===== src/rtl/image_filter_pkg.sv =====
// image_filter_pkg
//   Shared constants for the image_filter_mm window filter: Avalon-MM
//   register addresses, FSM state encoding, luma weights and CTRL fields.
package image_filter_pkg;

    localparam int unsigned ADDR_W = 6;
    localparam int unsigned DATA_W = 32;

    // Register map (word addresses)
    localparam logic [ADDR_W-1:0] PIXEL_BASE  = 6'd0;
    localparam logic [ADDR_W-1:0] COEF_BASE   = 6'd32;
    localparam logic [ADDR_W-1:0] CTRL_ADDR   = 6'd60;
    localparam logic [ADDR_W-1:0] STATUS_ADDR = 6'd61;
    localparam logic [ADDR_W-1:0] RESULT_ADDR = 6'd63;

    // FSM state encoding
    localparam logic [1:0] S_IDLE   = 2'd0;
    localparam logic [1:0] S_MAC    = 2'd1;
    localparam logic [1:0] S_FINISH = 2'd2;

    // Luma weights, scaled by 256
    localparam int unsigned LUMA_R = 77;
    localparam int unsigned LUMA_G = 150;
    localparam int unsigned LUMA_B = 29;

    // CTRL register layout
    localparam int unsigned CTRL_W          = 6;
    localparam int unsigned CTRL_ABS_BIT    = 0;
    localparam int unsigned CTRL_SHIFT_LSB  = 1;
    localparam int unsigned CTRL_SHIFT_MSB  = 4;
    localparam int unsigned CTRL_BYPASS_BIT = 5;

endpackage


===== src/rtl/image_filter_mm_if.sv =====
// image_filter_mm_if
//   Avalon-MM slave bus of image_filter_mm plus the busy indicator.
//   master: host side (drives address/read/write/writedata)
//   slave : filter side (drives readdata/waitrequest/busy)
interface image_filter_mm_if;
    import image_filter_pkg::*;

    logic [ADDR_W-1:0] address;
    logic              read;
    logic [DATA_W-1:0] readdata;
    logic              write;
    logic [DATA_W-1:0] writedata;
    logic              waitrequest;
    logic              busy;

    modport master (
        output address, read, write, writedata,
        input  readdata, waitrequest, busy
    );

    modport slave (
        input  address, read, write, writedata,
        output readdata, waitrequest, busy
    );

endinterface


===== src/rtl/image_filter_gray_mac.sv =====
// image_filter_gray_mac
//   Combinational RGB->gray conversion followed by a signed multiply with
//   one kernel coefficient. Time-shared across the window by the top level.
//   pixel       : packed {Bl, G, R}, BIT_PER_PIXEL bits each
//   gray_bypass : use R directly as gray
//   coef        : signed kernel coefficient
//   product     : signed gray * coef, ACC_W wide
module image_filter_gray_mac
    import image_filter_pkg::*;
#(
    parameter int unsigned BIT_PER_PIXEL = 8,
    parameter int unsigned COEF_W        = 8,
    parameter int unsigned ACC_W         = 22
) (
    input  logic [3*BIT_PER_PIXEL-1:0] pixel,
    input  logic                       gray_bypass,
    input  logic signed [COEF_W-1:0]   coef,
    output logic signed [ACC_W-1:0]    product
);

    localparam int unsigned B     = BIT_PER_PIXEL;
    // 256 * (2^B - 1) is the largest weighted sum, so B+8 bits suffice.
    localparam int unsigned SUM_W = B + 8;

    logic [B-1:0]            r, g, bl, gray;
    logic [SUM_W-1:0]        luma_sum;
    logic signed [ACC_W-1:0] gray_s, coef_s;
    logic                    unused_frac;

    always_comb begin
        r        = pixel[B-1:0];
        g        = pixel[2*B-1:B];
        bl       = pixel[3*B-1:2*B];
        luma_sum = SUM_W'(LUMA_R) * SUM_W'(r)
                 + SUM_W'(LUMA_G) * SUM_W'(g)
                 + SUM_W'(LUMA_B) * SUM_W'(bl);
        gray     = gray_bypass ? r : luma_sum[SUM_W-1:8];
        // gray is unsigned: zero-extend; coef is signed: sign-extend
        gray_s   = ACC_W'(gray);
        coef_s   = ACC_W'(coef);
        product  = gray_s * coef_s;
    end

    assign unused_frac = ^luma_sum[7:0];

endmodule


===== src/rtl/image_filter_mm.sv =====
// image_filter_mm
//   Avalon-MM slave convolving a KSIZE x KSIZE RGB window with a
//   programmable signed kernel, producing one saturated gray pixel.
//   clk   : system clock
//   reset : asynchronous, active-high
//   bus   : Avalon-MM slave (address/read/readdata/write/writedata/
//           waitrequest) plus busy
//   A write to the last PIXEL register starts the computation; one
//   gray*coef product is accumulated per cycle, then a FINISH cycle
//   shifts, optionally takes |v|, clamps and stores RESULT.
module image_filter_mm
    import image_filter_pkg::*;
#(
    parameter int unsigned BIT_PER_PIXEL = 8,
    parameter int unsigned KSIZE         = 3,
    parameter int unsigned COEF_W        = 8
) (
    input logic              clk,
    input logic              reset,
    image_filter_mm_if.slave bus
);

    localparam int unsigned B          = BIT_PER_PIXEL;
    localparam int unsigned ACC_W      = BIT_PER_PIXEL + COEF_W + 6;
    localparam int unsigned NUM_PIXELS = KSIZE * KSIZE;
    localparam int unsigned IDX_W      = $clog2(NUM_PIXELS);
    localparam int unsigned PIX_W      = 3 * BIT_PER_PIXEL;
    localparam int unsigned CENTRE     = NUM_PIXELS / 2;
    localparam logic signed [ACC_W-1:0] PIX_MAX = ACC_W'((1 << B) - 1);

    logic [1:0]              state_q, state_d;
    logic [IDX_W-1:0]        idx_q, idx_d;
    logic signed [ACC_W-1:0] acc_q, acc_d;
    logic [PIX_W-1:0]        pixel_q [NUM_PIXELS];
    logic [PIX_W-1:0]        pixel_d [NUM_PIXELS];
    logic signed [COEF_W-1:0] coef_q [NUM_PIXELS];
    logic signed [COEF_W-1:0] coef_d [NUM_PIXELS];
    logic [CTRL_W-1:0]       ctrl_q, ctrl_d;
    logic [B-1:0]            result_q, result_d;
    logic                    done_q, done_d;
    logic                    sat_q, sat_d;

    logic                    busy;
    logic                    wr_acc, rd_result_acc;
    logic [ADDR_W-1:0]       pix_off, coef_off;
    logic                    is_pixel, is_coef;
    logic [IDX_W-1:0]        pix_sel, coef_sel;
    logic signed [ACC_W-1:0] product;
    logic signed [ACC_W-1:0] shifted, mag;
    logic [B-1:0]            clamp_val;
    logic                    clamp_sat;
    logic [DATA_W-1:0]       rdata;
    logic                    unused_wdata;

    image_filter_gray_mac #(
        .BIT_PER_PIXEL (BIT_PER_PIXEL),
        .COEF_W        (COEF_W),
        .ACC_W         (ACC_W)
    ) u_gray_mac (
        .pixel       (pixel_q[idx_q]),
        .gray_bypass (ctrl_q[CTRL_BYPASS_BIT]),
        .coef        (coef_q[idx_q]),
        .product     (product)
    );

    assign busy            = (state_q != S_IDLE);
    assign bus.busy        = busy;
    assign bus.waitrequest = (bus.write | (bus.read & (bus.address == RESULT_ADDR))) & busy;
    assign wr_acc          = bus.write & ~busy;
    // A simultaneous read+write is treated as a write only.
    assign rd_result_acc   = bus.read & ~bus.write & ~busy & (bus.address == RESULT_ADDR);
    assign unused_wdata    = ^bus.writedata;

    always_comb begin
        pix_off  = bus.address - PIXEL_BASE;
        coef_off = bus.address - COEF_BASE;
        is_pixel = (pix_off < ADDR_W'(NUM_PIXELS));
        is_coef  = (bus.address >= COEF_BASE) && (coef_off < ADDR_W'(NUM_PIXELS));
        pix_sel  = pix_off[IDX_W-1:0];
        coef_sel = coef_off[IDX_W-1:0];
    end

    // FINISH datapath: arithmetic shift, optional magnitude, clamp to pixel range
    always_comb begin
        shifted = acc_q >>> ctrl_q[CTRL_SHIFT_MSB:CTRL_SHIFT_LSB];
        if (ctrl_q[CTRL_ABS_BIT] && shifted[ACC_W-1]) begin
            mag = -shifted;
        end else begin
            mag = shifted;
        end
        clamp_sat = 1'b0;
        if (mag[ACC_W-1]) begin
            clamp_val = '0;
            clamp_sat = 1'b1;
        end else if (mag > PIX_MAX) begin
            clamp_val = '1;
            clamp_sat = 1'b1;
        end else begin
            clamp_val = mag[B-1:0];
        end
    end

    always_comb begin
        state_d  = state_q;
        idx_d    = idx_q;
        acc_d    = acc_q;
        pixel_d  = pixel_q;
        coef_d   = coef_q;
        ctrl_d   = ctrl_q;
        result_d = result_q;
        done_d   = done_q;
        sat_d    = sat_q;

        if (rd_result_acc) begin
            done_d = 1'b0;
        end

        case (state_q)
            S_IDLE: begin
                if (wr_acc) begin
                    if (is_pixel) begin
                        pixel_d[pix_sel] = bus.writedata[PIX_W-1:0];
                        if (pix_sel == IDX_W'(NUM_PIXELS - 1)) begin
                            state_d = S_MAC;
                            idx_d   = '0;
                            acc_d   = '0;
                            done_d  = 1'b0;
                            sat_d   = 1'b0;
                        end
                    end else if (is_coef) begin
                        coef_d[coef_sel] = bus.writedata[COEF_W-1:0];
                    end else if (bus.address == CTRL_ADDR) begin
                        ctrl_d = bus.writedata[CTRL_W-1:0];
                    end
                end
            end
            S_MAC: begin
                acc_d = acc_q + product;
                if (idx_q == IDX_W'(NUM_PIXELS - 1)) begin
                    idx_d   = '0;
                    state_d = S_FINISH;
                end else begin
                    idx_d = idx_q + 1'b1;
                end
            end
            S_FINISH: begin
                result_d = clamp_val;
                sat_d    = clamp_sat;
                done_d   = 1'b1;
                state_d  = S_IDLE;
            end
            default: state_d = S_IDLE;
        endcase
    end

    always_comb begin
        rdata = '0;
        if (bus.read && !bus.write) begin
            if (is_pixel) begin
                rdata = DATA_W'(pixel_q[pix_sel]);
            end else if (is_coef) begin
                rdata = DATA_W'(coef_q[coef_sel]);
            end else if (bus.address == CTRL_ADDR) begin
                rdata = DATA_W'(ctrl_q);
            end else if (bus.address == STATUS_ADDR) begin
                rdata = {29'd0, sat_q, done_q, busy};
            end else if (bus.address == RESULT_ADDR) begin
                rdata = DATA_W'(result_q);
            end
        end
    end

    assign bus.readdata = rdata;

    always_ff @(posedge clk or posedge reset) begin
        if (reset) begin
            state_q  <= S_IDLE;
            idx_q    <= '0;
            acc_q    <= '0;
            ctrl_q   <= '0;
            result_q <= '0;
            done_q   <= 1'b0;
            sat_q    <= 1'b0;
            for (int unsigned i = 0; i < NUM_PIXELS; i++) begin
                pixel_q[i] <= '0;
                coef_q[i]  <= (i == CENTRE) ? COEF_W'(1) : '0;
            end
        end else begin
            state_q  <= state_d;
            idx_q    <= idx_d;
            acc_q    <= acc_d;
            pixel_q  <= pixel_d;
            coef_q   <= coef_d;
            ctrl_q   <= ctrl_d;
            result_q <= result_d;
            done_q   <= done_d;
            sat_q    <= sat_d;
        end
    end

endmodule


===== src/flat_wrapper.sv =====
// flat-port wrapper written by rule: the top's interface ports become plain ports
module image_filter_mm_flat import image_filter_pkg::*;
#(
    parameter int unsigned BIT_PER_PIXEL = 8,
    parameter int unsigned KSIZE         = 3,
    parameter int unsigned COEF_W        = 8
)
  (clk, reset, bus_address, bus_read, bus_write, bus_writedata, bus_readdata, bus_waitrequest, bus_busy);
  image_filter_mm_if bus_i ();
  input logic clk;
  input logic reset;
  input wire logic [$bits(bus_i.address)-1:0] bus_address;
  input wire logic [$bits(bus_i.read)-1:0] bus_read;
  input wire logic [$bits(bus_i.write)-1:0] bus_write;
  input wire logic [$bits(bus_i.writedata)-1:0] bus_writedata;
  output wire logic [$bits(bus_i.readdata)-1:0] bus_readdata;
  output wire logic [$bits(bus_i.waitrequest)-1:0] bus_waitrequest;
  output wire logic [$bits(bus_i.busy)-1:0] bus_busy;
  assign bus_i.address = bus_address;
  assign bus_i.read = bus_read;
  assign bus_i.write = bus_write;
  assign bus_i.writedata = bus_writedata;
  assign bus_readdata = bus_i.readdata;
  assign bus_waitrequest = bus_i.waitrequest;
  assign bus_busy = bus_i.busy;
  image_filter_mm #(.BIT_PER_PIXEL(BIT_PER_PIXEL), .KSIZE(KSIZE), .COEF_W(COEF_W)) u_core (.clk(clk), .reset(reset), .bus(bus_i));
endmodule

===== config.mk =====
export PLATFORM = sky130hd
export DESIGN_NAME = image_filter_mm_flat
export DESIGN_NICKNAME = d
export VERILOG_FILES = /design/src/rtl/image_filter_pkg.sv /design/src/rtl/image_filter_mm_if.sv /design/src/rtl/image_filter_gray_mac.sv /design/src/rtl/image_filter_mm.sv /design/src/flat_wrapper.sv
export SDC_FILE = /design/constraint.sdc
export NUM_CORES = 1
export LEC_CHECK = 0
export CAP_MARGIN = 40
export CORE_MARGIN = 1.5
export CORE_UTILIZATION = 46
export DETAILED_ROUTE_END_ITERATION = 10
export GPL_TIMING_DRIVEN = 0
export PLACE_DENSITY = 0.61
export SYNTH_ARGS = -nofsm -noshare
export SYNTH_HDL_FRONTEND = slang
export SYNTH_SLANG_ARGS = --single-unit

===== constraint.sdc =====
create_clock -name clk -period 13.8 [get_ports clk]
set_input_delay 3.45 -clock clk [delete_from_list [all_inputs] [get_ports clk]]
set_output_delay 3.45 -clock clk [all_outputs]
set_load 0.03 [all_outputs]

# == After elaboration in Yosys (flattened, before gate mapping) ==
# Cells that the tools add are included.
# classes
bitwise_logic,14
n_addsub,6
shift,1
n_reduce_logical,16
n_eq_ne,11
n_mul,4
muxes,53
order_cmp,9
# ops
op,n
bitwise mux 216 bit,1
binary-select mux 24 bit (select 4 bit),2
two-way mux 32 bit,5
two-way mux 24 bit,5
demux 24 bit (select 4 bit),1
two-way mux 22 bit,4
bitwise mux 72 bit,1
two-way mux 8 bit,9
binary-select mux 8 bit (select 4 bit),2
case mux 22 bit (2 select lines),1
demux 8 bit (select 4 bit),1
"multiplier 7 x 8 -> 15 bit, first input constant",2
adder 22 x 17 -> 22 bit,1
"greater-than comparator 22 x 9 -> 1 bit, second input constant",1
negation 22 bit,1
>>> shifter 22 x 4 -> 22 bit,1
"equality test 6 bit, second input constant",3
multiplier 9 x 8 -> 17 bit,1
adder 15 x 16 -> 16 bit,1
adder 16 x 13 -> 16 bit,1
two-way mux 4 bit,4
AND reduction 4 bit,4
">= comparator 5 bit, second input constant",3
NOT 4 -> 5 bit,3
24 further kinds,56
# totals
register_bits,332
input_bits,42
word_cells,139
output_inout_bits,34

# == Depth between registers and ports, before layout ==
# Gate-level depths: netlist of the first run.
# depth
word_depth,11
depth_mapped,55
ltp_nobuf,50

# == Cells and area by module ==
# From an unflattened synthesis of the first run, not the netlist that was laid out.
# unflattened
hier_cells,2348
hier_area_um2,26152.6
# by_module_without_submodules
mod,area_each_um2,instances,cells_per_inst,seq_area_each_um2
image_filter_mm,20397.1,1,1690,8309.2
image_filter_gray_mac,5755.5,1,658,0.0

# == Worst setup path after synthesis of the first run ==
# Ideal clock, no wire load.
# synth_path
path_type,reg2reg
from,reg u_core.idx_q[0]
to,reg u_core.acc_q[20]
arrival_ns,13.346
required_time_ns,13.664
path_buffers,6
setup_time_ns,0.136
period_less_slack_ns,13.481
stages_incl_launch_ff,50
path_slack_ns,0.319
cell_sequence,dfrtp_1 clkbuf_1 clkbuf_1 buf_2 buf_2 clkbuf_1 buf_2 mux4_2 mux2i_1 o21ai_0 ha_1 ha_1 inv_1 fa_1 fa_1 inv_1 ha_1 inv_1 (+14 left out) o41ai_1 nand2_1 fa_1 fa_1 inv_1 fa_1 fa_1 fa_1 ha_1 o21ai_0 a21boi_0 o21ai_0 a211oi_1 nor3_1 nor2_1 a41oi_1 mux2i_1 o21ai_0
# synth_between
elab_chain_len,11
word_cells_on_any_way,16
classes_between,add/sub: 3; mul: 4; mux: 8; bitwise: 1
# synth_rtl
item,line,text
start: declaration,image_filter_mm.sv:32,"logic [IDX_W-1:0] idx_q, idx_d;"
start signal: assignment,image_filter_mm.sv:190,idx_q <= idx_d;
NOT 4 -> 5 bit (not written as such) *,"image_filter_mm.sv:60, image_filter_mm.sv:62",
binary-select mux 24 bit (select 4 bit),image_filter_mm.sv:60,".pixel (pixel_q[idx_q]),"
two-way mux 24 bit (not written as such) (2 in a row),image_filter_mm.sv:60,
multiplier 7 x 8 -> 15 bit (on tied branches),"image_filter_gray_mac.sv:34, image_filter_gray_mac.sv:35",
adder 15 x 16 -> 16 bit,image_filter_gray_mac.sv:35,+ SUM_W'(LUMA_G) * SUM_W'(g)
adder 16 x 13 -> 16 bit,image_filter_gray_mac.sv:36,+ SUM_W'(LUMA_B) * SUM_W'(bl);
two-way mux 8 bit,image_filter_gray_mac.sv:37,gray = gray_bypass ? r : luma_sum[SUM_W-1:8];
multiplier 9 x 8 -> 17 bit *,image_filter_gray_mac.sv:41,product = gray_s * coef_s;
adder 22 x 17 -> 22 bit *,image_filter_mm.sv:138,acc_d = acc_q + product;
case mux 22 bit (2 select lines) *,image_filter_mm.sv:118,case (state_q)
end signal: assignment,image_filter_mm.sv:179,acc_q <= '0;
end signal: assignment,image_filter_mm.sv:191,acc_q <= acc_d;
end: declaration,image_filter_mm.sv:33,"logic signed [ACC_W-1:0] acc_q, acc_d;"
# Every way passes the cells marked *; elsewhere a longest branch is shown, timed or not. The select of a mux whose other input is x is not followed.
# A chain may end at the register's enable or synchronous reset.

# == Final worst setup path of the first run ==
# layout_path
from,reg u_core.idx_q[3]
to,reg u_core.acc_q[19]
# The elaborated chain is that of the path after synthesis.

==> results.txt, run 1 <==
The tools report the critical path launch point type as a register. Category of the most critical setup path: register to register. The count of port buffers added during placement is 59, and the average wire per standard cell is 24.1 um. Commonest non-fill, non-tap cell in the layout: sky130_fd_sc_hd__dfrtp_1. IR analysis of the VDD net gives a maximum drop of 0.000164 V.

The gate count of the mapped netlist is 2181. In the routed layout, each cell is associated on average with a via count of 6.09. Synthesis instantiated 76 different standard cells from the library. The global-route wire length before repair is 115000 um. The design draws 5930 uW. In this run the worst path has a maximum fanout of 10. Clock tree synthesis selected as its root buffer the cell sky130_fd_sc_hd__clkbuf_16. The count of TritonRoute iterations in the first routing pass was 5; the initial core utilization was 0.464. For the reported max-cap violation count, the log shows 0. Detailed routing placed a total of 4680 um of wire on met3. The synthesized design contains 332 register bits. The tools report the final count of hold timing violations as 0. The fraction of the cycle the final worst path needs was 0.962. Entering global routing, the biggest net connects 124 pins. The maximum level of the CTS H-tree is 2, and the final wirelength is 74100 um. The slew at the pin with the worst max-slew slack is 0.918 ns. The count of antenna diodes in the layout was 0. Summed over all layers, the global routing overflow is 0.

TritonCTS built the clock tree. The die covers 56800 sq um. Between clock sinks in the finished design, the worst skew comes to 0.0283 ns. The number of global-route vias before repair is 19500, and the minimum period implied by the final worst setup slack is 13.28 ns.

The setup slack on the worst flop-to-flop path is 0.52 ns. The commonest register cell after synthesis was sky130_fd_sc_hd__dfrtp_1. In the layout the commonest cells are sky130_fd_sc_hd__dfrtp_1, sky130_fd_sc_hd__mux2_2, sky130_fd_sc_hd__inv_1.

The met1 wire length was 30300 um; the CTS clock-pin slew for the worst setup and hold paths was 0.06 ns. The routed length on met2 was 36900 um. The hold path depth was 1; the sink count of the clock tree was 332. Summing all non-filler instances in the final layout gives an area of 29000 sq um.

The total area inside the core boundary comes to 54900 sq um. After detailed routing, the number of remaining DRC violations is 0. For this design, the slowest cell found on the critical path is sky130_fd_sc_hd__clkbuf_1. Routed signal wires occupy layers up through met4. The run gives 3 as the maximum clock insertion buffer count. The source-to-sink clock delay at the later pin of the worst-skew pair was 0.58 ns; the maximum cell stage delay along the critical path was 0.59 ns. The net count of the mapped netlist came out at 2485.

The logs give 0.266 for the combined global-route utilization of all metal layers and 4754 for the layout filler cell count. For this run, the number of Yosys warnings is 0. The run finished with clean final reports. The run gives 0.388 as the relative max-transition margin. The cell area power density works out to 204 nW/um^2. Once detailed placement completed, the half-perimeter wirelength came to 55400 um. The terminating pin of the worst hold path is u_core.done_q.

The startpoint identified for the worst hold timing path is u_core.done_q. The share of flip-flops with an asynchronous set or reset was 1.00; the total via count in the routed design was 18700. Fmax: 75.3 MHz. Measured along the x axis, the die boundary spans 238 um. Routability-driven placement finished with a final weighted congestion of 0.891.

The tools report the post-synthesis sequential area ratio as 0.326. Static power due to leakage: 0.0136 uW. In this run the vertical extent of the chip is 238 um. In this run, synthesis inferred 0 flip-flops with an integrated enable. Number of primary I/O pins: 76. The reg-to-reg critical path endpoint was u_core.acc_q[19].

Summing all placed instances gives a cell area of 27500 sq um. The setup slack at placement was -2.46 ns. In this run the critical register-to-register path is launched from u_core.idx_q[3]. The net count of the finished layout is 2649. The area growth from synthesis to layout is 14.0%. After floorplanning, the core was divided into 86 placement rows. The layout cell share with drive strength beyond 1 is 0.280. Summing every instance area after synthesis gives 25500 sq um. STA classifies the critical path endpoint as a register. For the worst hold-check slack, the log shows 0.515 ns. The initial antenna violation count was 0; the least setup slack across all paths after layout was 0.518 ns. The final max-slew violation count came out at 0. The min-delay analysis places its worst path in the category register to register.

Number of hold buffers added after cts: 0. The average instance in the mapped netlist occupies 11.7 sq um. For the required time at the worst-slack endpoint, the log shows 14.21 ns. In this run, CTS created clock tree buffers numbering 39. The total of endpoints with negative setup slack in the final report came out at 0. The count of cells along the worst register-to-register path is 48.

Setup repair after global routing left no endpoint under its margin. The detailed router finished its first iteration with 1379 violations. The run gives 0 as the count of nets left with antenna violations after detail routing.

Data arrives at the worst endpoint at 13.70 ns.
## timing repair
item	in CTS	in global routing
setup buffers	0	11
resized for setup	34	30
pin swaps	0	1
endpoints found under the setup margin	18	9
## synthesized netlist by cell type (18+ instances only)
cell / count / area [sq um]
sky130_fd_sc_hd__dfrtp_1: 331 / 8280
sky130_fd_sc_hd__mux2_2: 318 / 3580
sky130_fd_sc_hd__inv_1: 192 / 721
sky130_fd_sc_hd__ha_1: 155 / 1940
sky130_fd_sc_hd__mux4_2: 149 / 3360
sky130_fd_sc_hd__nand2_1: 147 / 552
sky130_fd_sc_hd__fa_1: 107 / 2140
sky130_fd_sc_hd__nor2_1: 94 / 353
sky130_fd_sc_hd__clkbuf_1: 92 / 345
sky130_fd_sc_hd__o21ai_0: 71 / 355
sky130_fd_sc_hd__a21oi_1: 56 / 280
sky130_fd_sc_hd__mux2i_1: 56 / 561
sky130_fd_sc_hd__and2_1: 31 / 194
sky130_fd_sc_hd__nor3_1: 24 / 120
sky130_fd_sc_hd__nand3_1: 22 / 110
sky130_fd_sc_hd__xnor2_1: 21 / 184
sky130_fd_sc_hd__buf_1: 20 / 75.1
sky130_fd_sc_hd__nand2b_1: 19 / 119
sky130_fd_sc_hd__a22oi_1: 18 / 135
## final cells by class
cell class                      instances  area [sq um]  area share
Clock inverter                          7          95.1     0.00327
Buffer                                133           678      0.0234
Timing Repair Buffer                  128          1280      0.0442
Multi-Input combinational cell       1517         15900       0.547
Clock buffer                           60          1180      0.0405
Tap cell                              704           881      0.0303
Inverter                              194           736      0.0253
Sequential cell                       332          8310       0.286
## worst max path at each step
stage / from / end / slack [ns] / cells after the start
2_1_floorplan: u_core.idx_q[0] / u_core.acc_q[20] / 0.32 / 49
3_3_place_gp: reset / u_core.acc_q[18] / -2.94 / 2
3_5_place_dp: u_core.idx_q[0] / u_core.acc_q[20] / -2.46 / 53
4_1_cts: u_core.idx_q[1] / u_core.acc_q[21] / 0.001 / 50
5_1_grt: u_core.idx_q[3] / u_core.acc_q[21] / 0.0004 / 48
6_report: u_core.idx_q[3] / u_core.acc_q[19] / 0.52 / 48
## sequential cells by signal (all words and copies together) (netlist names)
register         flops
u_core.coef_q       72
u_core.sat_q         1
u_core.result_q      8
u_core.done_q        1
u_core.idx_q         4
u_core.state_q       2
u_core.pixel_q     216
u_core.acc_q        22
u_core.ctrl_q        6
## cells by family (layout without fill, tap and decap cells)
group | after synthesis | count (layout) | synth area share
buffers and inverters | 332 | 522 | 0.0526
XOR/XNOR | 36 | 36 | 0.0124
multiplexers | 526 | 526 | 0.297
AO/OA/AOI/OAI | 292 | 292 | 0.0772
adder cells (fa/ha/maj) | 262 | 262 | 0.160
AND/OR/NAND/NOR | 401 | 401 | 0.0742
flip-flops | 332 | 332 | 0.326
## per-stage QoR
step | utilization | std cells | TNS, ns
CTS | 0.526 | 3064 | 0
global route | 0.529 | 3075 | 0
detailed placement | 0.502 | 3000 | -28.70
floorplan | - | 2181 | 0
global placement | 0.491 | 2944 | -986.31
finish | 0.529 | 3075 | 0
## report_power, final
| group | total, uW | internal (uW) | switching, uW |
|---|---|---|---|
| combinational | 3610 | 1570 | 2040 |
| sequential | 1270 | 1120 | 153 |
| clock | 1050 | 608 | 440 |
## per-layer routing
layer  vias up  global-route usage
li1       8204                   -
met1      9755               0.345
met2       653               0.451
met3       126              0.0465
met4         0              0.0892
met5         -                   0
## worst max-delay path, delay by kind of cell (launching register included)
family | cells | cell delay [ns]
xor gates and xnor gates | 2 | 0.31
adders and majority gates | 16 | 6.76
and+or+nand+nor | 2 | 0.26
DFF | 1 | 0.33
buffers and inverters | 14 | 2.25
AOI/OAI and AO/OA | 14 | 3.15
Power figures use the tool's default switching activity.
==> run 2, diff against run 1 <==
--- a/config.mk
+++ b/config.mk
@@ -11,6 +11,7 @@
 export DETAILED_ROUTE_END_ITERATION = 10
 export GPL_TIMING_DRIVEN = 0
 export PLACE_DENSITY = 0.61
+export SKIP_LAST_GASP = 1
 export SYNTH_ARGS = -nofsm -noshare
 export SYNTH_HDL_FRONTEND = slang
 export SYNTH_SLANG_ARGS = --single-unit
==> results of run 2 <==
The final DEF is identical to that of run 1; final timing and power are the same.
==> run 3, diff against run 2 <==
--- a/config.mk
+++ b/config.mk
@@ -5,9 +5,11 @@
 export SDC_FILE = /design/constraint.sdc
 export NUM_CORES = 1
 export LEC_CHECK = 0
+export ABC_AREA = 1
 export CAP_MARGIN = 40
 export CORE_MARGIN = 1.5
 export CORE_UTILIZATION = 46
+export CTS_CLUSTER_DIAMETER = 40
 export DETAILED_ROUTE_END_ITERATION = 10
 export GPL_TIMING_DRIVEN = 0
 export PLACE_DENSITY = 0.61
==> results.txt, run 3 <==
TritonCTS built the clock tree. The largest registers in the layout are u_core.pixel_q: 216 flops, u_core.coef_q: 72 flops, u_core.acc_q: 22 flops. The source-to-sink clock delay at the later pin of the worst-skew pair is 0.63 ns (+0.05 ns), and the area growth from synthesis to final layout is 16.0%. The share of flip-flops with an asynchronous set or reset was 1.00 (unchanged); the largest net degree at the start of global routing was 103 (-17%). For the finished layout cell area, the log shows 28600 sq um (-1.5%). The adder and majority cell fraction of the synthesized area came out at 0.166 (+0.00529).

The library cell occupying the most area in the post-synthesis netlist was sky130_fd_sc_hd__dfrtp_1. The slew at the pin with the worst max-slew slack was 1.13 ns (+0.207 ns). The class of the worst hold path is register to register. The count of port buffers added during placement is 67 (+14%), and the overall overflow remaining after global route is 0 (unchanged). The endpoint arrival time on the critical path is 13.59 ns (-0.11 ns), and the area of the die is 55000 sq um (-3.2%).

Largest fanout of any net on the critical path: 10 (unchanged). The per-cell via count in the routed design was 6.14 (+0.70%). The number of primary I/O pins was 76 (unchanged); the area share of xor/xnor cells in the synthesized design was 0.0114 (-0.00101). The run gives 0.337 (+0.0108) as the post-synthesis sequential area ratio.

Among all flip-flop cells after synthesis, the most frequent one is sky130_fd_sc_hd__dfrtp_1. The total number of placement rows was 84 (-2.3%); the flip-flop count of the largest register after layout was 216 (unchanged). CTS clock-pin slew for the worst setup and hold paths: 0.05 ns (about the same). For the post-synthesis instance area, the log shows 24600 sq um (-3.2%). Leaving out fill and tap cells, the most frequent cell in the layout is sky130_fd_sc_hd__nand2_1. The net count of the finished layout was 3710 (+40%). Sorting the synthesized cells by area gives the leading types as sky130_fd_sc_hd__dfrtp_1, sky130_fd_sc_hd__nand2_1, sky130_fd_sc_hd__o21ai_0, sky130_fd_sc_hd__fa_1, sky130_fd_sc_hd__ha_1. The run gives 0 (unchanged) as the DRC violation count after routing. The tools report the final clock skew as 0.0339 ns (+0.00558 ns). The minimum period implied by the final worst setup slack is 13.11 ns (-0.172 ns), and the number of buffer and inverter stages on the critical path is 11 (-3). The tools report the required time at the worst-slack endpoint as 14.28 ns (+0.07 ns).

The die outline width is 234 um (-1.6%). The run gives 3158 (+130%) as the first-iteration detailed-routing DRC count. The critical path launch point type is a register. The slowest library cell on the worst path is sky130_fd_sc_hd__clkbuf_1.

The most numerous cell type found on the critical path is sky130_fd_sc_hd__fa_1. The fmax came out at 76.3 MHz (+1.3%). The post-synthesis share of cell area spent on and, or, nand and nor gates works out to 0.194 (+0.120).

The final max-slew violation count is 0 (unchanged). The count of synthesis-stage warnings from yosys is 0 (unchanged). The worst hold-check slack came out at 0.486 ns (-0.0287 ns). Setup repair after global routing left no endpoint under its margin. The number of buffers created by CTS was 55 (+41%). The fraction of the cycle the final worst path needs came out at 0.950 (-0.0125). Family with the most delay on the worst path: adder cells.

After synthesis, the most frequently instantiated cells are sky130_fd_sc_hd__nand2_1, sky130_fd_sc_hd__o21ai_0, sky130_fd_sc_hd__inv_1. The top cell type's share of synthesized area came out at 0.336 (+0.0107). Per-instance average area after synthesis: 7.58 sq um (-35%). The count of TritonRoute iterations in the first routing pass came out at 6 (+1). The gate count of the mapped netlist is 3251 (+49%). The worst setup path is captured at a register. The combined global-route utilization of all metal layers was 0.370 (+0.104).

The run finished with clean final reports. The run gives 332 (unchanged) as the sink count of the clock tree. The floorplan core area is 52800 sq um (-3.9%). The tools report the total of endpoints with negative setup slack in the final report as 0 (unchanged).

The top register by number of flip-flops is u_core.pixel_q. The run gives 0.467 (+0.00320) as the initial core utilization. Number of hold buffers added after cts: 0 (unchanged). The final count of hold timing violations was 0 (unchanged). The number of synthesized flops with an enable pin was 0 (unchanged); the count of nets left with antenna violations after detail routing was 0 (unchanged).

The mux contribution to synthesized area was 0 (-0.297). Dominant combinational cell family by area after synthesis: compound AO/OA/AOI/OAI gates. The reported max-cap violation count came out at 0 (unchanged). The average wire per standard cell was 24.4 um (+1.4%). The complex-gate fraction of the synthesized area was 0.204 (+0.127).

The synthesis-stage register bit count works out to 332 (unchanged). In this run the clock root is driven by a sky130_fd_sc_hd__clkbuf_16. The total via count in the routed design is 25400 (+36%), and the number of global-route vias before repair is 24600 (+26%). The final wirelength is 101000 um (+37%). The net count of the mapped netlist came out at 3555 (+43%).

The final RePlAce weighted congestion was 0.984 (+10%); the maximum clock insertion buffer count was 3 (unchanged). The global-route wire length before repair is 151000 um (+31%), and the half-perimeter wire length after detailed placement is 75100 um (+36%). The category of the most critical setup path was register to register. In the layout the commonest cells are sky130_fd_sc_hd__nand2_1, sky130_fd_sc_hd__o21ai_0, sky130_fd_sc_hd__inv_1. Maximum level of the CTS H-tree: 2 (unchanged). The die extent in y was 234 um (-1.6%); the initial antenna violation count was 4 (+4). The most common cell in the synthesized netlist is sky130_fd_sc_hd__nand2_1. The maximum cell stage delay along the critical path is 0.64 ns (+0.05 ns). The layout cell share with drive strength beyond 1 is 0.0699 (-0.210), and the distinct cell type count after synthesis is 54 (-29%).

For the post-place instance area, the log shows 26500 sq um (-3.9%). The run gives 0.250 (-0.138) as the relative max-transition margin.
[run 3: changes by cell type after synthesis, moves of 134 or more]
| cell | delta |
|---|---|
| sky130_fd_sc_hd__mux4_2 | -149 |
| sky130_fd_sc_hd__inv_1 | +169 |
| sky130_fd_sc_hd__mux2_2 | -318 |
| sky130_fd_sc_hd__nand3_1 | +152 |
| sky130_fd_sc_hd__nand2_1 | +573 |
| sky130_fd_sc_hd__nor2_1 | +134 |
| sky130_fd_sc_hd__o21ai_0 | +441 |
[run 3: final cells by class]
class / instances / area [sq um]
antenna: 1 / 2.50
clock buffer: 60 / 1430
inverter: 373 / 1410
clock inverter: 40 / 483
buffer: 183 / 860
tap: 688 / 861
fill: 5121 / 24200
sequential: 332 / 8310
multi-input combinational: 2360 / 14200
timing repair buffer: 101 / 1030
[run 3: per-layer routing]
metal  global-route usage  part of all wire
met2                0.567              0.43
met1                0.484              0.40
met5                    0           0.00023
met3                0.106              0.11
met4                0.168             0.052
[run 3: kinds of logic (layout without fill, tap and decap cells)]
group | count (synthesis) | in the layout
AO/OA/AOI/OAI | 888 | 888
XOR/XNOR | 32 | 32
adder cells (fa/ha/maj) | 262 | 262
buffers and inverters | 559 | 757
flip-flops | 332 | 332
other | 0 | 1
AND/OR/NAND/NOR | 1178 | 1178
[run 3: what timing repair did]
item	4_1_cts	5_1_grt
gates resized for setup	45	52
setup endpoints to repair	14	7
pin swaps	2	3
gates cloned	0	0
setup buffers	2	5
endpoints found under the hold margin	0	0
[run 3: tightest hold or removal path, stage by stage (launching register included)]
cell and delay, ns:
sky130_fd_sc_hd__dfrtp_1 0.34, sky130_fd_sc_hd__nand2_1 0.05, sky130_fd_sc_hd__o21ai_0 0.06
[run 3: final timing paths]
path | end | slack (ns) | start | cells after the start
worst min-delay path | u_core.pixel_q[84] | 0.49 | u_core.pixel_q[84] | 2
worst max-delay path | u_core.acc_q[19] | 0.69 | u_core.idx_q[1] | 51
worst min register to register | u_core.pixel_q[84] | 0.49 | u_core.pixel_q[84] | 2
worst max register to register | u_core.acc_q[19] | 0.69 | u_core.idx_q[1] | 51
max in group asynchronous | u_core.acc_q[21] | 9.64 | reset | 3
min in group asynchronous | u_core.pixel_q[202] | 3.25 | reset | 2
[run 3: stage by stage]
| step | utilization | std cells | setup TNS (ns) | setup slack [ns] |
|---|---|---|---|---|
| final | 0.542 | 4138 | 0 | 0.691 |
| after global routing | 0.542 | 4137 | 0 | 0.0151 |
| after CTS | 0.539 | 4132 | 0 | 0.0503 |
| after detailed placement | 0.502 | 4031 | -6.96 | -1.24 |
| after global placement | 0.496 | 4006 | -1015.15 | -3.10 |
| after floorplan | - | 3251 | 0 | 1.16 |
Power of run 3 is not shown: default switching activity piles up to over one toggle a cycle in this logic, so the estimate is an artifact.
